**config.mk**
```make
export PLATFORM = sky130hd
export DESIGN_NAME = sram_port_arbiter
export DESIGN_NICKNAME = d
export VERILOG_FILES = /design/src/rtl/sram_port_arbiter.sv
export SDC_FILE = /design/constraint.sdc
export NUM_CORES = 1
export LEC_CHECK = 0
export CAP_MARGIN = 20
export CORE_AREA = 2 2 93 95
export DETAILED_ROUTE_END_ITERATION = 6
export DIE_AREA = 0 0 95 97
export DONT_BUFFER_PORTS = 1
export GPL_ROUTABILITY_DRIVEN = 0
export PLACE_DENSITY_LB_ADDON = 0.25
export REMOVE_ABC_BUFFERS = 1
export SYNTH_ARGS = -nofsm -noshare
export SYNTH_HDL_FRONTEND = slang
export SYNTH_SLANG_ARGS = --single-unit
export TNS_END_PERCENT = 50
```
**constraint.sdc**
```tcl
create_clock -name clk_i -period 1.7 [get_ports clk_i]
set_input_delay 0.34 -clock clk_i [delete_from_list [all_inputs] [get_ports clk_i]]
set_output_delay 0.34 -clock clk_i [all_outputs]
set_load 0.02 [all_outputs]
```
**src/rtl/sram_port_arbiter.sv**
```systemverilog
// Two-requester round-robin arbiter in front of a single-port synchronous SRAM
// (OpenRAM-style port 0: active-low csb/web, byte write mask).
//
// Ports:
//   clk_i, rst_ni                  clock and async active-low reset
//   arb_en_i                       allows new grants when high
//   mN_req_i/we_i/wmask_i/addr_i/wdata_i   command from requester N (N=0,1),
//                                  held stable until mN_gnt_o is seen high
//   mN_gnt_o                       combinational accept strobe for requester N
//   mN_rvalid_o/mN_rdata_o         one-cycle read response, two cycles after grant
//   sram_csb0_o/web0_o/wmask0_o/addr0_o/din0_o   registered SRAM command
//   sram_dout0_i                   SRAM read data
module sram_port_arbiter #(
  parameter int unsigned AW = 9,
  parameter int unsigned DW = 32
) (
  input  logic              clk_i,
  input  logic              rst_ni,
  input  logic              arb_en_i,

  input  logic              m0_req_i,
  input  logic              m0_we_i,
  input  logic [DW/8-1:0]   m0_wmask_i,
  input  logic [AW-1:0]     m0_addr_i,
  input  logic [DW-1:0]     m0_wdata_i,
  output logic              m0_gnt_o,
  output logic              m0_rvalid_o,
  output logic [DW-1:0]     m0_rdata_o,

  input  logic              m1_req_i,
  input  logic              m1_we_i,
  input  logic [DW/8-1:0]   m1_wmask_i,
  input  logic [AW-1:0]     m1_addr_i,
  input  logic [DW-1:0]     m1_wdata_i,
  output logic              m1_gnt_o,
  output logic              m1_rvalid_o,
  output logic [DW-1:0]     m1_rdata_o,

  output logic              sram_csb0_o,
  output logic              sram_web0_o,
  output logic [DW/8-1:0]   sram_wmask0_o,
  output logic [AW-1:0]     sram_addr0_o,
  output logic [DW-1:0]     sram_din0_o,
  input  logic [DW-1:0]     sram_dout0_i
);

  localparam int unsigned MW = DW / 8;

  // 1 when requester 1 was granted most recently
  logic          last_q;

  // read-tracking pipeline: stage 1 aligns with the SRAM command, stage 2 with dout
  logic          s1_valid_q;
  logic          s1_id_q;
  logic          s2_valid_q;
  logic          s2_id_q;

  logic          any_gnt;
  logic          sel_id;
  logic          sel_we;
  logic [MW-1:0] sel_wmask;
  logic [AW-1:0] sel_addr;
  logic [DW-1:0] sel_wdata;

  // Round-robin grant; rst_ni gates it so no grant can leak out during reset
  // while still allowing a grant in the very first cycle after release.
  assign m0_gnt_o = rst_ni & arb_en_i & m0_req_i & (~m1_req_i | last_q);
  assign m1_gnt_o = rst_ni & arb_en_i & m1_req_i & (~m0_req_i | ~last_q);
  assign any_gnt  = m0_gnt_o | m1_gnt_o;

  // Command mux for the winning requester
  always_comb begin
    sel_id    = 1'b0;
    sel_we    = m0_we_i;
    sel_wmask = m0_wmask_i;
    sel_addr  = m0_addr_i;
    sel_wdata = m0_wdata_i;
    if (m1_gnt_o) begin
      sel_id    = 1'b1;
      sel_we    = m1_we_i;
      sel_wmask = m1_wmask_i;
      sel_addr  = m1_addr_i;
      sel_wdata = m1_wdata_i;
    end
  end

  // SRAM command register, last-grant state and response pipeline
  always_ff @(posedge clk_i or negedge rst_ni) begin
    if (!rst_ni) begin
      last_q        <= 1'b1;
      sram_csb0_o   <= 1'b1;
      sram_web0_o   <= 1'b1;
      sram_wmask0_o <= '0;
      sram_addr0_o  <= '0;
      sram_din0_o   <= '0;
      s1_valid_q    <= 1'b0;
      s1_id_q       <= 1'b0;
      s2_valid_q    <= 1'b0;
      s2_id_q       <= 1'b0;
    end else begin
      sram_csb0_o <= ~any_gnt;
      if (any_gnt) begin
        last_q        <= sel_id;
        sram_web0_o   <= ~sel_we;
        sram_wmask0_o <= sel_we ? sel_wmask : MW'(0);
        sram_addr0_o  <= sel_addr;
        sram_din0_o   <= sel_wdata;
      end
      s1_valid_q <= any_gnt & ~sel_we;
      s1_id_q    <= sel_id;
      s2_valid_q <= s1_valid_q;
      s2_id_q    <= s1_id_q;
    end
  end

  // Responses come straight off the registered pipeline; data is zeroed when
  // not valid, which also keeps rdata at zero during reset.
  assign m0_rvalid_o = s2_valid_q & ~s2_id_q;
  assign m1_rvalid_o = s2_valid_q &  s2_id_q;
  assign m0_rdata_o  = m0_rvalid_o ? sram_dout0_i : DW'(0);
  assign m1_rdata_o  = m1_rvalid_o ? sram_dout0_i : DW'(0);

endmodule

```
Word level (Yosys, flattened, before mapping). Index checks and enable logic that the tools add are counted.

Memories: 0. Input port bits: 129. RAM bits: 0. Bits in read-only memories: 0. Bits in registers: 52. Bits in latches: 0.

$mul: 0. Add/subtract/negate cells: 0. Eq/ne operators: 0. Shift operators: 0. Reduce and logical (&&, ||, !) cells: 0. Muxes and demuxes: 8. Magnitude comparators: 0. Bitwise logic cells: 17. Div/mod/pow operators: 0.

Operators with widths (count): 32-bit 2-to-1 mux (3); 9-bit 2-to-1 mux (1); 1-bit AND (8); 4-bit 2-to-1 mux (2); 1-bit NOT (6); 1-bit bitwise OR (3); 1-bit 2-to-1 mux (2).

Logic depth before layout (Yosys ltp). Gate-level depths: netlist (run 1).

Word-level depth: 6. Mapped depth: 7. Gate-level depth less buffers: 4.

Least setup slack after synthesis (run 1). OpenSTA, ideal clock, no wires.

Path type: register to output. From: reg s2_valid_q. To: out m0_rdata_o[22]. Setup slack: 0.075 ns. Arrival: 1.285 ns. Required time: 1.360 ns. Stages on the path, launching flop included: 4. Path buffers: 1. Cells stage by stage: dfrtp_1 > nor2b_1 > clkbuf_1 > and2_1.

Word-level cells in the longest chain between the ends: 2.

Ends and longest elaborated chain: start, declared (line 55) `logic s2_valid_q;`; start signal, assigned (line 111) `s2_valid_q <= s1_valid_q;`; 1-bit AND (line 118) `assign m0_rvalid_o = s2_valid_q & ~s2_id_q;`; named net m0_rvalid_o (line 27) `output logic m0_rvalid_o,`; 32-bit 2-to-1 mux (line 120) `assign m0_rdata_o = m0_rvalid_o ? sram_dout0_i : DW'(0);`; end, declared (line 28) `output logic [DW-1:0] m0_rdata_o,`.

The timed path passes the listed nets, and every way through them passes these cells.

Final worst setup path (run 1).
From: reg s2_valid_q. To: out m0_rdata_o[20].

Word-level cells in the longest chain between the ends: 2.

Ends and longest elaborated chain (line): 1-bit AND (118); 32-bit 2-to-1 mux (120).

No other way between the ends.

==> results of run 1 <==
## repair_timing
item | in CTS | in global routing
gates resized for setup | 5 | 30
hold endpoints to repair | 52 | 0
endpoints found under the setup margin | 6 | 32
hold buffers | 2 | 0
## sequential cells by signal (all words and copies together), names as in the netlist
signal / count
sram_wmask0_o: 4
s1_valid_q: 1
sram_csb0_o: 1
last_q: 1
sram_din0_o: 32
s1_id_q: 1
s2_valid_q: 1
sram_addr0_o: 9
sram_web0_o: 1
s2_id_q: 1
## per-layer routing
layer  share of wire [%]  vias up  GRT usage [%]
met5                   0        -              0
met2                  46      133           26.7
met3                 9.1       13           6.93
li1                    -     1191              -
met1                  43     1245           25.7
met4                 1.4        0           4.68
## layout make-up
class / instances / area share [%]
Multi-Input combinational cell: 254 / 46.4
Sequential cell: 52 / 41.9
Timing Repair Buffer: 15 / 4.58
Tap cell: 105 / 4.22
Clock buffer: 5 / 2.21
Clock inverter: 3 / 0.602
Inverter: 1 / 0.120
## worst paths after layout
check	from	end
worst max register to register	last_q$_DFFE_PN1P_	sram_din0_o[5]$_DFFE_PN0P_
worst min register to register	s1_valid_q$_DFF_PN0_	s2_valid_q$_DFF_PN0_
worst max-delay path	s2_valid_q$_DFF_PN0_	m0_rdata_o[20]
min in group asynchronous	rst_ni	sram_din0_o[19]$_DFFE_PN0P_
max in group asynchronous	rst_ni	sram_csb0_o$_DFF_PN1_
worst min-delay path	m0_wdata_i[8]	sram_din0_o[8]$_DFFE_PN0P_
## kinds of logic (layout without fill, tap and decap cells)
logic type,count (synthesis),in the layout,share of synthesized area (%)
AOI/OAI and AO/OA,131,131,25.6
buffers and inverters,38,24,6.57
DFF,52,52,45.1
and+or+nand+nor,123,123,22.8
## where the power goes
group	internal, W	total, W	switching [W]
registers	0.00144	0.00182	0.000382
clock network	0.000288	0.000704	0.000415
logic	0.000197	0.000553	0.000357
total	0.00192	0.00308	0.00115
## worst reg2reg max path, cell delays in order, from the launching register on
cell and delay (ps):
dfstp_2 560, nand2_1 120, buf_4 290, a31oi_1 250, a21oi_1 90
## through the flow
step / cells / utilization [%] / instance area [um^2] / hold slack [ps] / TNS, ps
3_3_place_gp: 425 / 36.2 / 2940 / 45.5 / 0
3_5_place_dp: 425 / 36.2 / 2940 / 45.5 / 0
6_report: 435 / 38.3 / 3120 / 168 / 0
5_1_grt: 435 / 38.3 / 3120 / 158 / -78.0
2_1_floorplan: 307 / - / 2710 / 44.4 / -34520
4_1_cts: 435 / 37.8 / 3070 / 159 / 0
## cells in the final DEF (no fill, tap or decap), types with 4 or more instances in the layout
cell / synthesis / routed
and2_2: 0 / 32
clkbuf_8: 0 / 5
and3_1: 33 / 33
o21ai_0: 41 / 41
and2_1: 38 / 6
dfrtp_1: 49 / 49
a221o_1: 4 / 4
a21oi_1: 41 / 41
buf_4: 4 / 12
a31oi_1: 41 / 41
nor2_1: 43 / 42
==> impl_metrics.csv, run 1 <==
group,metric,value,unit
worst_setup_path,reg2reg_depth,4,
timing,setup_ws,102,ps
timing,hold_viol,0,
worst_setup_path,path_buf_inv,1,
placed_design,place_worst_setup_slack,299,ps
routing,drt_pre_antenna_iters,4,
final_layout,multiInputGateArea,1450,um^2
worst_setup_path,cp-start-kind,"register",
synthesis,yosysMostFrequentCell,"dfrtp_1",
synthesis,syn_area_per_cell,8.42,um^2
worst_setup_path,critPathKind,"reg -> out",
worst_setup_path,cpPeakStageDelay,390,ps
flow_run,cap_violations,0,
pwr,leakage,1.38,nW
final_layout,final.fill_count,843,
timing,setup_viol,0,
routing,drcViolationCount,0,
die,die_w,95,um
global_route,grt_max_degree,53,
global_route,grt_overflow,0,
worst_setup_path,cp_top_family,"simple AND/OR/NAND/NOR gates",
synthesis,ys_top_cells_by_count,"49 x dfrtp_1, 43 x nor2_1, 41 x a21oi_1, 41 x a31oi_1, 41 x o21ai_0",
worst_setup_path,crit_chain,"nor2b_2 -> buf_8 -> and2_2",
synthesis,ys_warn_count,0,
die,row_count,33,
routing,drt_iter0_markers,161,
clock_tree,cts.sinks,52,
worst_setup_path,cp.depth,3,
status,status,"completed",
clock_tree,cts_made_buffers,5,
pwr,power,0.00308,W
timing,final.min_clock_period,1600,ps
synthesis,netlist.top_cell.by_area,"dfrtp_1",
clock_tree,clkLatencyLatePin,310,ps
worst_setup_path,critPathRequiredTime,1360,ps
final_layout,seq_area,1310,um^2
synthesis,synth_flop_cell,"dfrtp_1",
global_route,grtUsageTotal,18.4,%
placed_design,dp_hpwl,6.33,mm
synthesis,ys_seq_elements,52,
routing,vias_per_cell,5.94,
worst_setup_path,worstPathArrival,1260,ps
synthesis,syn_area,2900,um^2
die,start_util,35.6,%
die,core,8130,um^2
routing,wirelength,9.05,mm
timing,fin_skew,11.2,ps
synthesis,yosys-top-cells-area,"dfrtp_1 42%, a31oi_1 8.9%, and2_1 8.2%",
final_layout,layout-drive-gt1-share,18.5,%
pwr,ir_worst_vdd,0.000457,V
routing,num_vias,2582,
synthesis,ys_types,24,
timing,max_freq,626,MHz
synthesis,synthArstFlopShare,100,%
global_route,grt_pass1_vias,2422,
clock_tree,clock-root-buffer,"clkbuf_8",
routing,ant_nets,0,
clock_tree,cts_tree,"done",
die,die_area,9220,um^2
synthesis,synth_top_area_share,42.3,%
worst_hold_path,holdCritPathClass,"in -> reg",
pwr,powerDensity,987,nW/um^2
die,ios,244,
placed_design,io_buffers,0,
worst_hold_path,hold_path_depth,2,
timing,slew_headroom,66.9,%
synthesis,syn_inst,344,
clock_tree,htreeDepth,2,
clock_tree,cts_buffer_depth,2,
die,die_h,97,um
worst_setup_path,r2r_setup_slack,270,ps
synthesis,synth_edf_count,0,
worst_setup_path,critPathMaxFanout,33,
routing,wire_per_inst,20.8,um
final_layout,nets,458,
final_layout,n_antenna_cell,0,
worst_setup_path,worst_setup_path_end_kind,"output pin",
global_route,grt_pass1_wl,13.3,mm
timing,finalMaxSlewViolations,0,
global_route,grt_antenna_before_repair,0,
synthesis,ys_seq_area_share,45.1,%
worst_setup_path,slowest_stage,"dfrtp_1",
timing,min_period_over_period,94.0,%
clock_tree,post_cts_buffers,0,
final_layout,syn2layout_area_growth,7.60,%
clock_tree,clkSlewWorstSetupHoldPaths,110,ps
timing,worstMarginPinSlew,495,ps
(Power assumes the default switching activity.)
==> inputs of run 2 (changes only) <==
- clock period: 1.7 -> 1.5 ns (I/O delays scaled with it)
==> run 2 against run 1 <==
Net effect:
- the run now ends with negative hold slack, negative setup slack left
- clock skew shrank 5.6 ps
- cell count did not move
- non-clock buffer count is the same
- first-iteration DRC count down 3.1%
- die area unchanged
- critical path depth unchanged
- clock-buffer cell count up 1
- register-to-register slack worse by 200 ps
- total power grew 16%
- core utilization increased by 1.1 points
- largest power group unchanged
- highest routed layer is now met5
==> impl_metrics.csv, run 2 (synthesis gave the netlist of run 1 again) <==
group,metric,value,unit
pwr,pwr-share-seq,57.7,%
final_layout,final_common_cell,"dfrtp_1",
pwr,leakage,1.38,nW
clock_tree,clock-root-buffer,"clkbuf_8",
die,start_util,35.6,%
timing,slew_headroom,65.8,%
status,status,"finished with violations",
final_layout,n_antenna_cell,0,
global_route,grt_pass1_vias,2535,
worst_setup_path,cp-start-kind,"register",
timing,finalMaxSlewViolations,0,
die,die_w,95,um
placed_design,io_buffers,0,
worst_setup_path,critPathMaxFanout,33,
global_route,grtUsageTotal,19.6,%
pwr,ir_worst_vdd,0.000480,V
die,row_count,33,
timing,rsz0062_at_grt,"yes",
clock_tree,htreeDepth,2,
timing,worstMarginPinSlew,512,ps
final_layout,layout-drive-gt1-share,29.4,%
routing,drt_iter0_markers,156,
clock_tree,cts_tree,"done",
clock_tree,clkSlewWorstSetupHoldPaths,100,ps
routing,wirelength,9.39,mm
worst_setup_path,r2r-start,"last_q$_DFFE_PN1P_",
final_layout,largest-register,"sram_din0_o",
worst_setup_path,critPathKind,"reg -> out",
worst_setup_path,r2r_setup_slack,70,ps
global_route,grt_max_degree,58,
worst_hold_path,holdCritPathClass,"in -> async",
pwr,sw_frac_of_total,36.8,%
pwr,p_switching,0.00131,W
placed_design,dp.cells,427,
pwr,internal-power,0.00226,W
worst_setup_path,worst_setup_path_end_kind,"output pin",
status,violations,"negative hold slack, negative setup slack",
worst_setup_path,r2r-end,"sram_wmask0_o[2]$_DFFE_PN0P_",
die,die_area,9220,um^2
worst_setup_path,reg2reg_depth,3,
final_layout,largest_reg_flops,32,
routing,drcViolationCount,0,
die,ios,244,
worst_setup_path,critPathRequiredTime,1200,ps
routing,wire_per_inst,21.6,um
timing,hold_viol,52,
clock_tree,post_cts_buffers,0,
clock_tree,cts_made_buffers,5,
final_layout,syn2layout_area_growth,10.8,%
pwr,clkPwrFrac,24.3,%
final_layout,nets,458,
timing,fin_skew,5.62,ps
pwr,combPwrFrac,18.0,%
routing,vias_per_cell,5.92,
routing,num_vias,2575,
routing,ant_nets,0,
timing,final.min_clock_period,1560,ps
global_route,grt_pass1_wl,14.2,mm
routing,drt_pre_antenna_iters,4,
clock_tree,clkLatencyLatePin,300,ps
flow_run,cap_violations,0,
clock_tree,cts.sinks,52,
final_layout,final_cell_mix,"49 x dfrtp_1, 41 x o21ai_0, 41 x a31oi_1, 41 x nor2_1, 41 x a21oi_1",
die,core,8130,um^2
die,die_h,97,um
pwr,powerDensity,1110,nW/um^2
global_route,grt_overflow,0,
timing,finalHoldWorstSlack,-323,ps
final_layout,top_regs,"sram_din0_o: 32 flops, sram_addr0_o: 9 flops, sram_wmask0_o: 4 flops",
timing,max_freq,640,MHz
pwr,power,0.00357,W
timing,setup_viol,64,
clock_tree,cts_buffer_depth,2,
timing,setup_ws,-63.1,ps
timing,min_period_over_period,104,%
final_layout,instances_no_fill,435,
global_route,grt_antenna_before_repair,2,
placed_design,dp_hpwl,6.63,mm
worst_setup_path,worstPathArrival,1260,ps
final_layout,post-route-util,39.4,%
## run 2: routing by layer
metal  global-route usage [%]  vias up  part of all wire [%]
met5                        0        -                  0.14
met3                     6.85        8                   9.3
li1                         -     1191                     -
met4                     4.24        2                  0.92
met1                     28.0     1244                    43
met2                     28.6      130                    46
## run 2: stage by stage
stage / instance area [um^2] / setup slack, ps / setup TNS (ps)
3_5_place_dp: 3010 / 81.2 / 0
5_1_grt: 3210 / -130 / -7870
2_1_floorplan: 2710 / -803 / -47730
4_1_cts: 3200 / -71.2 / -3090
6_report: 3210 / -63.1 / -2720
3_3_place_gp: 3010 / 141 / 0
## run 2: worst max-delay path, cell delays in order (launching register included)
cell and delay, ps:
dfrtp_1 400, nor2b_2 160, buf_12 180, and2_2 220
## run 2: worst max-delay path by stage
| stage | cells after the start | slack [ps] | start | end |
|---|---|---|---|---|
| finish | 3 | -60 | s2_id_q$_DFF_PN0_ | m0_rdata_o[30] |
| global route | 3 | -130 | s2_id_q$_DFF_PN0_ | m0_rdata_o[28] |
| CTS | 3 | -70 | s2_id_q$_DFF_PN0_ | m0_rdata_o[23] |
| detailed placement | 3 | 80 | last_q$_DFFE_PN1P_ | sram_wmask0_o[0]$_DFFE_PN0P_ |
| global placement | 3 | 140 | last_q$_DFFE_PN1P_ | sram_wmask0_o[2]$_DFFE_PN0P_ |
| floorplan | 2 | -800 | s2_valid_q$_DFF_PN0_ | m0_rdata_o[0] |
## run 2: layout make-up
class,instances,area (um^2)
fill,810,4930
multi-input combinational,254,1510
timing repair buffer,15,163
sequential,52,1310
tap,105,131
clock buffer,6,82.6
clock inverter,2,13.8
inverter,1,3.75
## run 2: what timing repair did
item                                    CTS  global route
resized for setup                        70             9
hold endpoints to repair                 52            52
pin swaps                                 0             1
endpoints found under the setup margin   68            68
## run 2: power groups by stage
stage                     Sequential, W  Combinational (W)  Clock (W)
after floorplan                 0.00204           0.000425          0
after global placement          0.00209           0.000604          0
after detailed placement        0.00209           0.000626          0
after CTS                       0.00206           0.000638   0.000905
after global routing            0.00209           0.000720   0.000968
final                           0.00206           0.000643   0.000867
